`src/rtl/seq_tx_1011.sv`:
```
// Serial frame transmitter: sync pattern, MSB-first payload, zero gap.
// Define SEQ_TX_PARITY_EN to append an even-parity bit after the payload.
module seq_tx_1011 #(
    parameter int         DATA_W   = 8,
    parameter int         GAP_LEN  = 2,
    parameter logic [3:0] SYNC_PAT = 4'b1011
) (
    input  logic              clk,
    input  logic              reset,
    input  logic [DATA_W-1:0] tx_data,
    input  logic              tx_valid,
    output logic              tx_ready,
    output logic              out_bit,
    output logic              out_valid,
    output logic              frame_done
);

    localparam int MAX_DG = (DATA_W > GAP_LEN) ? DATA_W : GAP_LEN;
    localparam int MAX_L  = (MAX_DG > 4) ? MAX_DG : 4;
    localparam int CW     = $clog2(MAX_L + 1);

    localparam logic [CW-1:0] ONE      = CW'(1);
    localparam logic [CW-1:0] SYNC_END = CW'(4);
    localparam logic [CW-1:0] DATA_END = CW'(DATA_W);
    localparam logic [CW-1:0] GAP_END  = CW'(GAP_LEN);

    typedef enum logic [2:0] {
        IDLE,
        SYNC,
        DATA,
        PAR,
        GAP
    } state_t;

    state_t            state;
    logic [CW-1:0]     cnt;
    logic [DATA_W-1:0] shreg;
    logic [2:0]        sync_sh;
`ifdef SEQ_TX_PARITY_EN
    logic              par_bit;
`endif

    assign tx_ready = reset && (state == IDLE);

    always_ff @(posedge clk) begin
        if (!reset) begin
            state      <= IDLE;
            cnt        <= '0;
            shreg      <= '0;
            sync_sh    <= '0;
            out_bit    <= 1'b0;
            out_valid  <= 1'b0;
            frame_done <= 1'b0;
`ifdef SEQ_TX_PARITY_EN
            par_bit    <= 1'b0;
`endif
        end else begin
            unique case (state)
                IDLE: begin
                    frame_done <= 1'b0;
                    if (tx_valid) begin
                        // First sync bit leaves on the handshake edge itself
                        shreg     <= tx_data;
                        sync_sh   <= SYNC_PAT[2:0];
                        out_bit   <= SYNC_PAT[3];
                        out_valid <= 1'b1;
                        cnt       <= ONE;
                        state     <= SYNC;
`ifdef SEQ_TX_PARITY_EN
                        par_bit   <= ^tx_data;
`endif
                    end else begin
                        out_bit   <= 1'b0;
                        out_valid <= 1'b0;
                    end
                end
                SYNC: begin
                    if (cnt == SYNC_END) begin
                        out_bit <= shreg[DATA_W-1];
                        shreg   <= shreg << 1;
                        cnt     <= ONE;
                        state   <= DATA;
                    end else begin
                        out_bit <= sync_sh[2];
                        sync_sh <= {sync_sh[1:0], 1'b0};
                        cnt     <= cnt + ONE;
                    end
                end
                DATA: begin
                    if (cnt == DATA_END) begin
`ifdef SEQ_TX_PARITY_EN
                        out_bit    <= par_bit;
                        state      <= PAR;
`else
                        out_bit    <= 1'b0;
                        cnt        <= ONE;
                        frame_done <= (GAP_LEN == 1);
                        state      <= GAP;
`endif
                    end else begin
                        out_bit <= shreg[DATA_W-1];
                        shreg   <= shreg << 1;
                        cnt     <= cnt + ONE;
                    end
                end
                PAR: begin
                    out_bit    <= 1'b0;
                    cnt        <= ONE;
                    frame_done <= (GAP_LEN == 1);
                    state      <= GAP;
                end
                GAP: begin
                    if (cnt == GAP_END) begin
                        out_bit    <= 1'b0;
                        out_valid  <= 1'b0;
                        frame_done <= 1'b0;
                        cnt        <= '0;
                        state      <= IDLE;
                    end else begin
                        cnt        <= cnt + ONE;
                        frame_done <= ((cnt + ONE) == GAP_END);
                    end
                end
                default: state <= IDLE;
            endcase
        end
    end

endmodule

```
`config.mk`:
```
export PLATFORM = sky130hd
export DESIGN_NAME = seq_tx_1011
export DESIGN_NICKNAME = d
export VERILOG_FILES = /design/src/rtl/seq_tx_1011.sv
export SDC_FILE = /design/constraint.sdc
export NUM_CORES = 1
export LEC_CHECK = 0
export ABC_CLOCK_PERIOD_IN_PS = 3100
export BUFFER_PORTS_ARGS = -buffer_cell sky130_fd_sc_hd__buf_2
export CAP_MARGIN = 5
export CORE_UTILIZATION = 55
export CTS_BUF_LIST = sky130_fd_sc_hd__clkbuf_2
export CTS_CLUSTER_DIAMETER = 30
export DETAILED_ROUTE_END_ITERATION = 8
export GPL_TIMING_DRIVEN = 0
export PLACE_DENSITY = 0.76
export SYNTH_ARGS = -nofsm -noshare
export SYNTH_HDL_FRONTEND = slang
export SYNTH_SLANG_ARGS = --single-unit
```
`constraint.sdc`:
```
create_clock -name clk -period 3.1 [get_ports clk]
set_input_delay 0.465 -clock clk [delete_from_list [all_inputs] [get_ports clk]]
set_output_delay 0.465 -clock clk [all_outputs]
set_load 0.01 [all_outputs]
```
==> results.py, run 1 <==
metrics = {
    "setup_path": {
        "cp_capture_type": "flip-flop",
        "critical_path.startpoint_type": "flip-flop",
        "critical-path-max-stage-delay_ns": 0.51,
        "worst_r2r_startpoint": "cnt[0]",
        "worstPathArrival_ns": 2.28,
        "crit_slowest_cell": "dfxtp_1",
        "required_time_of_the_worst_setup_path_ns": 3.34,
        "worstSetupPathType": "flip-flop to flip-flop",
        "critical_path.reg2reg.endpoint": "cnt[3]",
        "crit_chain": "inv_1 > ha_1 > nor2b_1 > a211oi_2 > a2111oi_0 > a311oi_1",
        "r2r_slack_ns": 1.06,
        "critical_path_peak_fanout": 8,
        "ff2ff_path_depth": 6,
    },
    "grt": {
        "initial_antenna_violation_count": 0,
        "globalRouteTotalUtil": 0.226,
        "global_route_total_overflow": 0,
        "first_global_vias": 961,
        "largest_net_degree_at_the_start_of_global_routing": 12,
        "global_route_wire_length_before_repair_um": 4190,
    },
    "detailed_routing": {
        "route.detailed.vias_per_inst": 6.03,
        "detail_route.wl_per_cell_um": 15.1,
        "ant_nets": 0,
        "vias": 1013,
        "route.detailed.drc": 0,
        "routed_wirelength_um": 2530,
        "drt_pre_antenna_iters": 4,
        "iteration_0_drc_markers": 25,
    },
    "layout": {
        "post_route_cells_drive_above_1_share": 0.248,
        "mostFrequentLayoutCells": "dfxtp_1, buf_2, a21oi_1, mux2i_1, o2bb2ai_1",
        "final_area_sq_um": 1320,
        "final_common_cell": "dfxtp_1",
        "nNetsFinal": 157,
        "n_antenna_cell": 0,
        "areaGrowthSynthToFinish_pct": 9.93,
    },
    "sta": {
        "fin_worst_skew_ns": 0.0106,
        "finalWorstSetupSlack_ns": 1.06,
        "hold_viol_final": 0,
        "timing.max_slew.rel_slack": 0.632,
        "setup-violations-final": 0,
        "post-route-min-period_ns": 2.04,
        "tightestPinTransition_ns": 0.538,
        "drv_slew": 0,
        "final.setup.tns_ns": 0,
        "max_clock_freq_ghz": 0.489,
        "timing.final.crit_share": 0.659,
        "rsz0062_at_grt": "no",
    },
    "clock_network": {
        "cts_max_path_buffers": 2,
        "clk_pin_slew_worst_paths_ns": 0.19,
        "clock_sink_count": 21,
        "cts_hold_repair.buffers": 0,
        "cts_htree_levels": 1,
        "clock_tree.root_cell": "clkbuf_2",
        "cts_tree": "built",
        "cts_resized": 0,
        "cts_made_buffers": 3,
        "postCtsSetupRepairBufs": 0,
        "worst_skew_pair.late_latency_ns": 0.31,
    },
    "flow_run": {
        "max-cap-violations": 0,
    },
    "placed_design": {
        "final_replace_weighted_congestion": 0.838,
        "io_buffer_count": 13,
        "preCtsSetupSlack_ns": 1.11,
        "dpl.hpwl_um": 1900,
        "placed_cell_area_sq_um": 1300,
    },
    "floorplan": {
        "dieWidth_um": 48.7,
        "core_sq_um": 2000,
        "start_util": 0.598,
        "num_rows": 16,
        "die_height_um": 48.7,
        "ioPinCount": 15,
        "design.die.area_sq_um": 2370,
    },
    "pwr": {
        "p_leak_nw": 0.524,
        "power-per-cell-area_nw_per_um2": 388,
        "vdd_drop_max_mv": 0.304,
    },
    "logic_synthesis": {
        "ys_ff_latch": 21,
        "synthesis.area_per_instance_sq_um": 9.66,
        "syn-num-nets": 139,
        "yosys_warning_total": 0,
        "count_of_flip_flops_with_a_built_in_enable_after_synthesis": 0,
        "ys_seq_area_frac": 0.351,
        "yosysUniqueCellTypes": 45,
        "synthesis.area_sq_um": 1200,
        "ys.flop_type": "dfxtp_1",
        "synthCells": 124,
        "asyncSetResetFlopFracSynth": 0,
    },
    "min_path": {
        "hold_class": "input pin to flip-flop",
        "min-delay-start": "tx_data[0]",
        "min_to": "shreg[0]",
        "hold_path_stages": 3,
    },
    "status": {
        "run_status": "completed",
    },
}
==> cell usage after synthesis, drive strengths merged (3+ instances only) <==
cell | number | area, sq um
a2111oi | 4 | 55.1
a211oi | 3 | 27.5
a21oi | 10 | 53.8
and3 | 4 | 25.0
buf | 6 | 53.8
dfxtp | 21 | 420
ha | 4 | 50.1
inv | 4 | 15.0
mux2i | 8 | 80.1
nand2 | 6 | 22.5
nand3 | 4 | 25.0
nor2 | 6 | 22.5
nor2b | 3 | 18.8
nor3 | 3 | 15.0
o21ai | 7 | 42.5
o2bb2ai | 7 | 61.3
==> logic make-up (layout without fill, tap and decap cells) <==
group                      count (synthesis)  in the layout  synth area share
buffers and inverters                     11             28            0.0637
AOI/OAI and AO/OA                         43             43             0.284
adders and majority gates                  4              4            0.0418
xor gates and xnor gates                   2              2            0.0146
and+or+nand+nor                           35             35             0.178
muxes                                      8              8            0.0669
DFF                                       21             21             0.351
==> sequential cells by signal (all words and copies together) (netlist names) <==
name        count
out_valid       1
sync_sh         3
shreg           8
out_bit         1
cnt             4
state           3
frame_done      1
==> power by group <==
part,total (mW),switching (mW),internal (mW),leakage (nW)
registers,0.301,0.0133,0.288,0.172
logic,0.0983,0.0551,0.0431,0.335
clock network,0.111,0.0771,0.0342,0.0166
total,0.510,0.145,0.365,0.524
==> worst max-delay path: cells and delay by family (launching register included) <==
kind / cells / cell delay (ns)
fa+ha+maj: 1 / 0.24
flops: 1 / 0.51
compound gates: 3 / 0.94
buf+inv: 1 / 0.10
simple gates: 1 / 0.18
==> layer usage <==
| layer | routed length (um) | track usage |
|---|---|---|
| met4 | 39 | 0.0441 |
| met1 | 1250 | 0.309 |
| met2 | 1140 | 0.359 |
| met5 | 0 | 0 |
| met3 | 97 | 0.0566 |
==> through the flow <==
stage / total power, mW / utilization / hold WS (ns) / cells
detailed placement: 0.404 / 0.648 / 0.452 / 164
CTS: 0.517 / 0.658 / 0.377 / 168
global placement: 0.400 / 0.648 / 0.445 / 164
floorplan: 0.375 / - / 0.432 / 124
global route: 0.540 / 0.658 / 0.375 / 168
finish: 0.510 / 0.658 / 0.404 / 168
==> how the worst max path moves through the flow <==
| stage | from | to | slack [ns] | cells past startpoint |
|---|---|---|---|---|
| floorplan | cnt[0] | shreg[1] | 1.42 | 6 |
| finish | cnt[0] | cnt[3] | 1.06 | 6 |
| global placement | cnt[0] | cnt[2] | 1.17 | 6 |
| global route | cnt[0] | cnt[2] | 0.88 | 6 |
| detailed placement | cnt[0] | cnt[3] | 1.11 | 6 |
| CTS | cnt[0] | cnt[3] | 1.06 | 6 |
==> layout make-up <==
type	instances	area, sq um
multi-input cells	92	701
well taps	27	33.8
flip-flops and latches	21	420
fillers	186	686
clock buffers	4	20.0
plain buffers	7	61.3
inverters	4	15.0
repair buffers	13	65.1
Note: power is estimated with default switching activity, not from simulation.
==> inputs of run 2 (changes only) <==
ABC_CLOCK_PERIOD_IN_PS = 2100   (was 3100)
clock period = 2.1 ns   (was 3.1 ns; I/O delays follow)
==> run 2 against run 1 <==
  * Via count fell by 2.8%
  * Maximum frequency increased by 10%
  * First-iteration DRC count down 52%
  * Clock power up 48%
  * Sequential share of layout area shrank 0.30 points
  * Critical path type unchanged
  * Largest power group unchanged
  * Cell count unchanged
  * Critical endpoint is now shreg[1]
  * Global-route usage is the same
  * Combinational power grew 54%
==> results.py, run 2 (synthesis results as in run 1) <==
metrics = {
    "pwr": {
        "internal-power_mw": 0.541,
        "combinationalPowerShare": 0.199,
        "vdd_drop_max_mv": 0.426,
        "power.switching_fraction": 0.287,
        "p_leak_nw": 0.526,
        "seq_power_share": 0.586,
        "p_sw_mw": 0.218,
        "power-per-cell-area_nw_per_um2": 570,
        "clock_power_share": 0.216,
        "totalPowerFinal_mw": 0.759,
    },
    "setup_path": {
        "crit_slowest_cell": "dfxtp_1",
        "worstSetupPathDepth": 6,
        "critPathLaunch": "cnt[1]",
        "critical_path.startpoint_type": "flip-flop",
        "worstPathArrival_ns": 2.10,
        "cp_capture_type": "flip-flop",
        "worst_r2r_startpoint": "cnt[1]",
        "critical_path.reg2reg.endpoint": "shreg[1]",
        "worstSetupPathType": "flip-flop to flip-flop",
        "critical-path-max-stage-delay_ns": 0.39,
        "ff2ff_path_depth": 6,
        "critical_path_peak_fanout": 7,
        "required_time_of_the_worst_setup_path_ns": 2.35,
        "crit_chain": "inv_1 > ha_1 > nor2b_1 > a211o_1 > nand3_2 > o2bb2ai_1",
        "worst-path-buf-inv": 1,
        "critical_path.endpoint": "shreg[1]",
        "critical_path.top_delay_family": "simple AND/OR/NAND/NOR gates",
        "r2r_slack_ns": 0.24,
    },
    "floorplan": {
        "num_rows": 16,
        "dieWidth_um": 48.7,
        "design.die.area_sq_um": 2370,
        "core_sq_um": 2000,
        "die_height_um": 48.7,
        "start_util": 0.598,
        "ioPinCount": 15,
    },
    "grt": {
        "first_global_vias": 961,
        "initial_antenna_violation_count": 0,
        "globalRouteTotalUtil": 0.226,
        "largest_net_degree_at_the_start_of_global_routing": 12,
        "global_route_wire_length_before_repair_um": 4190,
        "global_route_total_overflow": 0,
    },
    "detailed_routing": {
        "ant_nets": 0,
        "routed_wirelength_um": 2570,
        "iteration_0_drc_markers": 12,
        "route.detailed.vias_per_inst": 5.86,
        "detail_route.wl_per_cell_um": 15.3,
        "route.detailed.drc": 0,
        "vias": 985,
        "drt_pre_antenna_iters": 4,
    },
    "layout": {
        "n_antenna_cell": 0,
        "largest_registers": "shreg (8), cnt (4)",
        "final-seq-area_sq_um": 422,
        "post_route_cells_drive_above_1_share": 0.255,
        "multi_input_combinational_cell_area_sq_um": 716,
        "largest_register": "shreg",
        "nNetsFinal": 157,
        "areaGrowthSynthToFinish_pct": 11.3,
        "final_common_cell": "dfxtp_1",
        "mostFrequentLayoutCells": "dfxtp_1, buf_2, a21oi_1, mux2i_1, o2bb2ai_1",
        "largest_reg_flops": 8,
        "layout.filler_cells": 186,
    },
    "sta": {
        "post-route-min-period_ns": 1.86,
        "timing.max_slew.rel_slack": 0.655,
        "max_clock_freq_ghz": 0.539,
        "timing.final.crit_share": 0.883,
        "tightestPinTransition_ns": 0.504,
        "setup-violations-final": 0,
        "hold_viol_final": 0,
        "final.setup.tns_ns": 0,
        "fin_worst_skew_ns": 0.0104,
        "drv_slew": 0,
        "rsz0062_at_grt": "no",
    },
    "clock_network": {
        "cts_tree": "built",
        "clk_pin_slew_worst_paths_ns": 0.19,
        "cts_htree_levels": 1,
        "clock_sink_count": 21,
        "cts_hold_repair.buffers": 0,
        "cts_max_path_buffers": 2,
        "cts_made_buffers": 3,
        "clock_tree.root_cell": "clkbuf_2",
        "cts_resized": 0,
        "worst_skew_pair.late_latency_ns": 0.31,
        "postCtsSetupRepairBufs": 0,
    },
    "placed_design": {
        "final_replace_weighted_congestion": 0.838,
        "dpl.hpwl_um": 1900,
        "io_buffer_count": 13,
    },
    "flow_run": {
        "max-cap-violations": 0,
    },
    "min_path": {
        "hold_class": "input pin to flip-flop",
    },
    "status": {
        "run_status": "completed",
    },
}
==> run 2: layer usage <==
metal	GRT usage	wire length (um)	part of all wire
met5	0	0	0
met1	0.309	1320	0.52
met3	0.0566	58	0.023
met4	0.0441	15	0.0058
met2	0.359	1170	0.45
==> run 2: worst min path at each step <==
stage / slack [ns] / depth (start not counted) / startpoint / end
floorplan: 0.43 / 2 / sync_sh[1] / sync_sh[2]
CTS: 0.23 / 3 / tx_data[0] / shreg[0]
finish: 0.25 / 3 / tx_data[0] / shreg[0]
global placement: 0.44 / 1 / shreg[2] / shreg[2]
global route: 0.23 / 3 / tx_data[0] / shreg[0]
detailed placement: 0.45 / 1 / shreg[2] / shreg[2]
==> run 2: power groups by stage <==
stage / logic, mW / registers, mW / clock network, mW
after CTS: 0.146 / 0.444 / 0.174
after floorplan: 0.106 / 0.448 / 0
final: 0.151 / 0.445 / 0.164
after detailed placement: 0.145 / 0.452 / 0
after global routing: 0.168 / 0.448 / 0.187
after global placement: 0.140 / 0.450 / 0
==> run 2: tightest hold or removal path, delay by kind of cell <==
family	cells	cell delay (ns)
buffers and inverters	1	0.10
muxes	1	0.06
and+or+nand+nor	1	0.06
==> run 2: layout make-up <==
type,count,area share
Timing Repair Buffer,13,0.0488
Clock buffer,4,0.0150
Multi-Input combinational cell,92,0.537
Tap cell,27,0.0254
Sequential cell,21,0.316
Inverter,4,0.0113
Buffer,7,0.0460
==> run 2: per-stage QoR <==
stage	worst slack [ns]	util	std cells	instance area (sq um)	hold slack (ns)
after detailed placement	0.105	0.648	164	1300	0.452
after CTS	0.0595	0.658	168	1320	0.227
final	0.245	0.666	168	1330	0.254
after global placement	0.173	0.648	164	1300	0.445
after global routing	0.0847	0.666	168	1330	0.226
after floorplan	0.415	-	124	1200	0.432
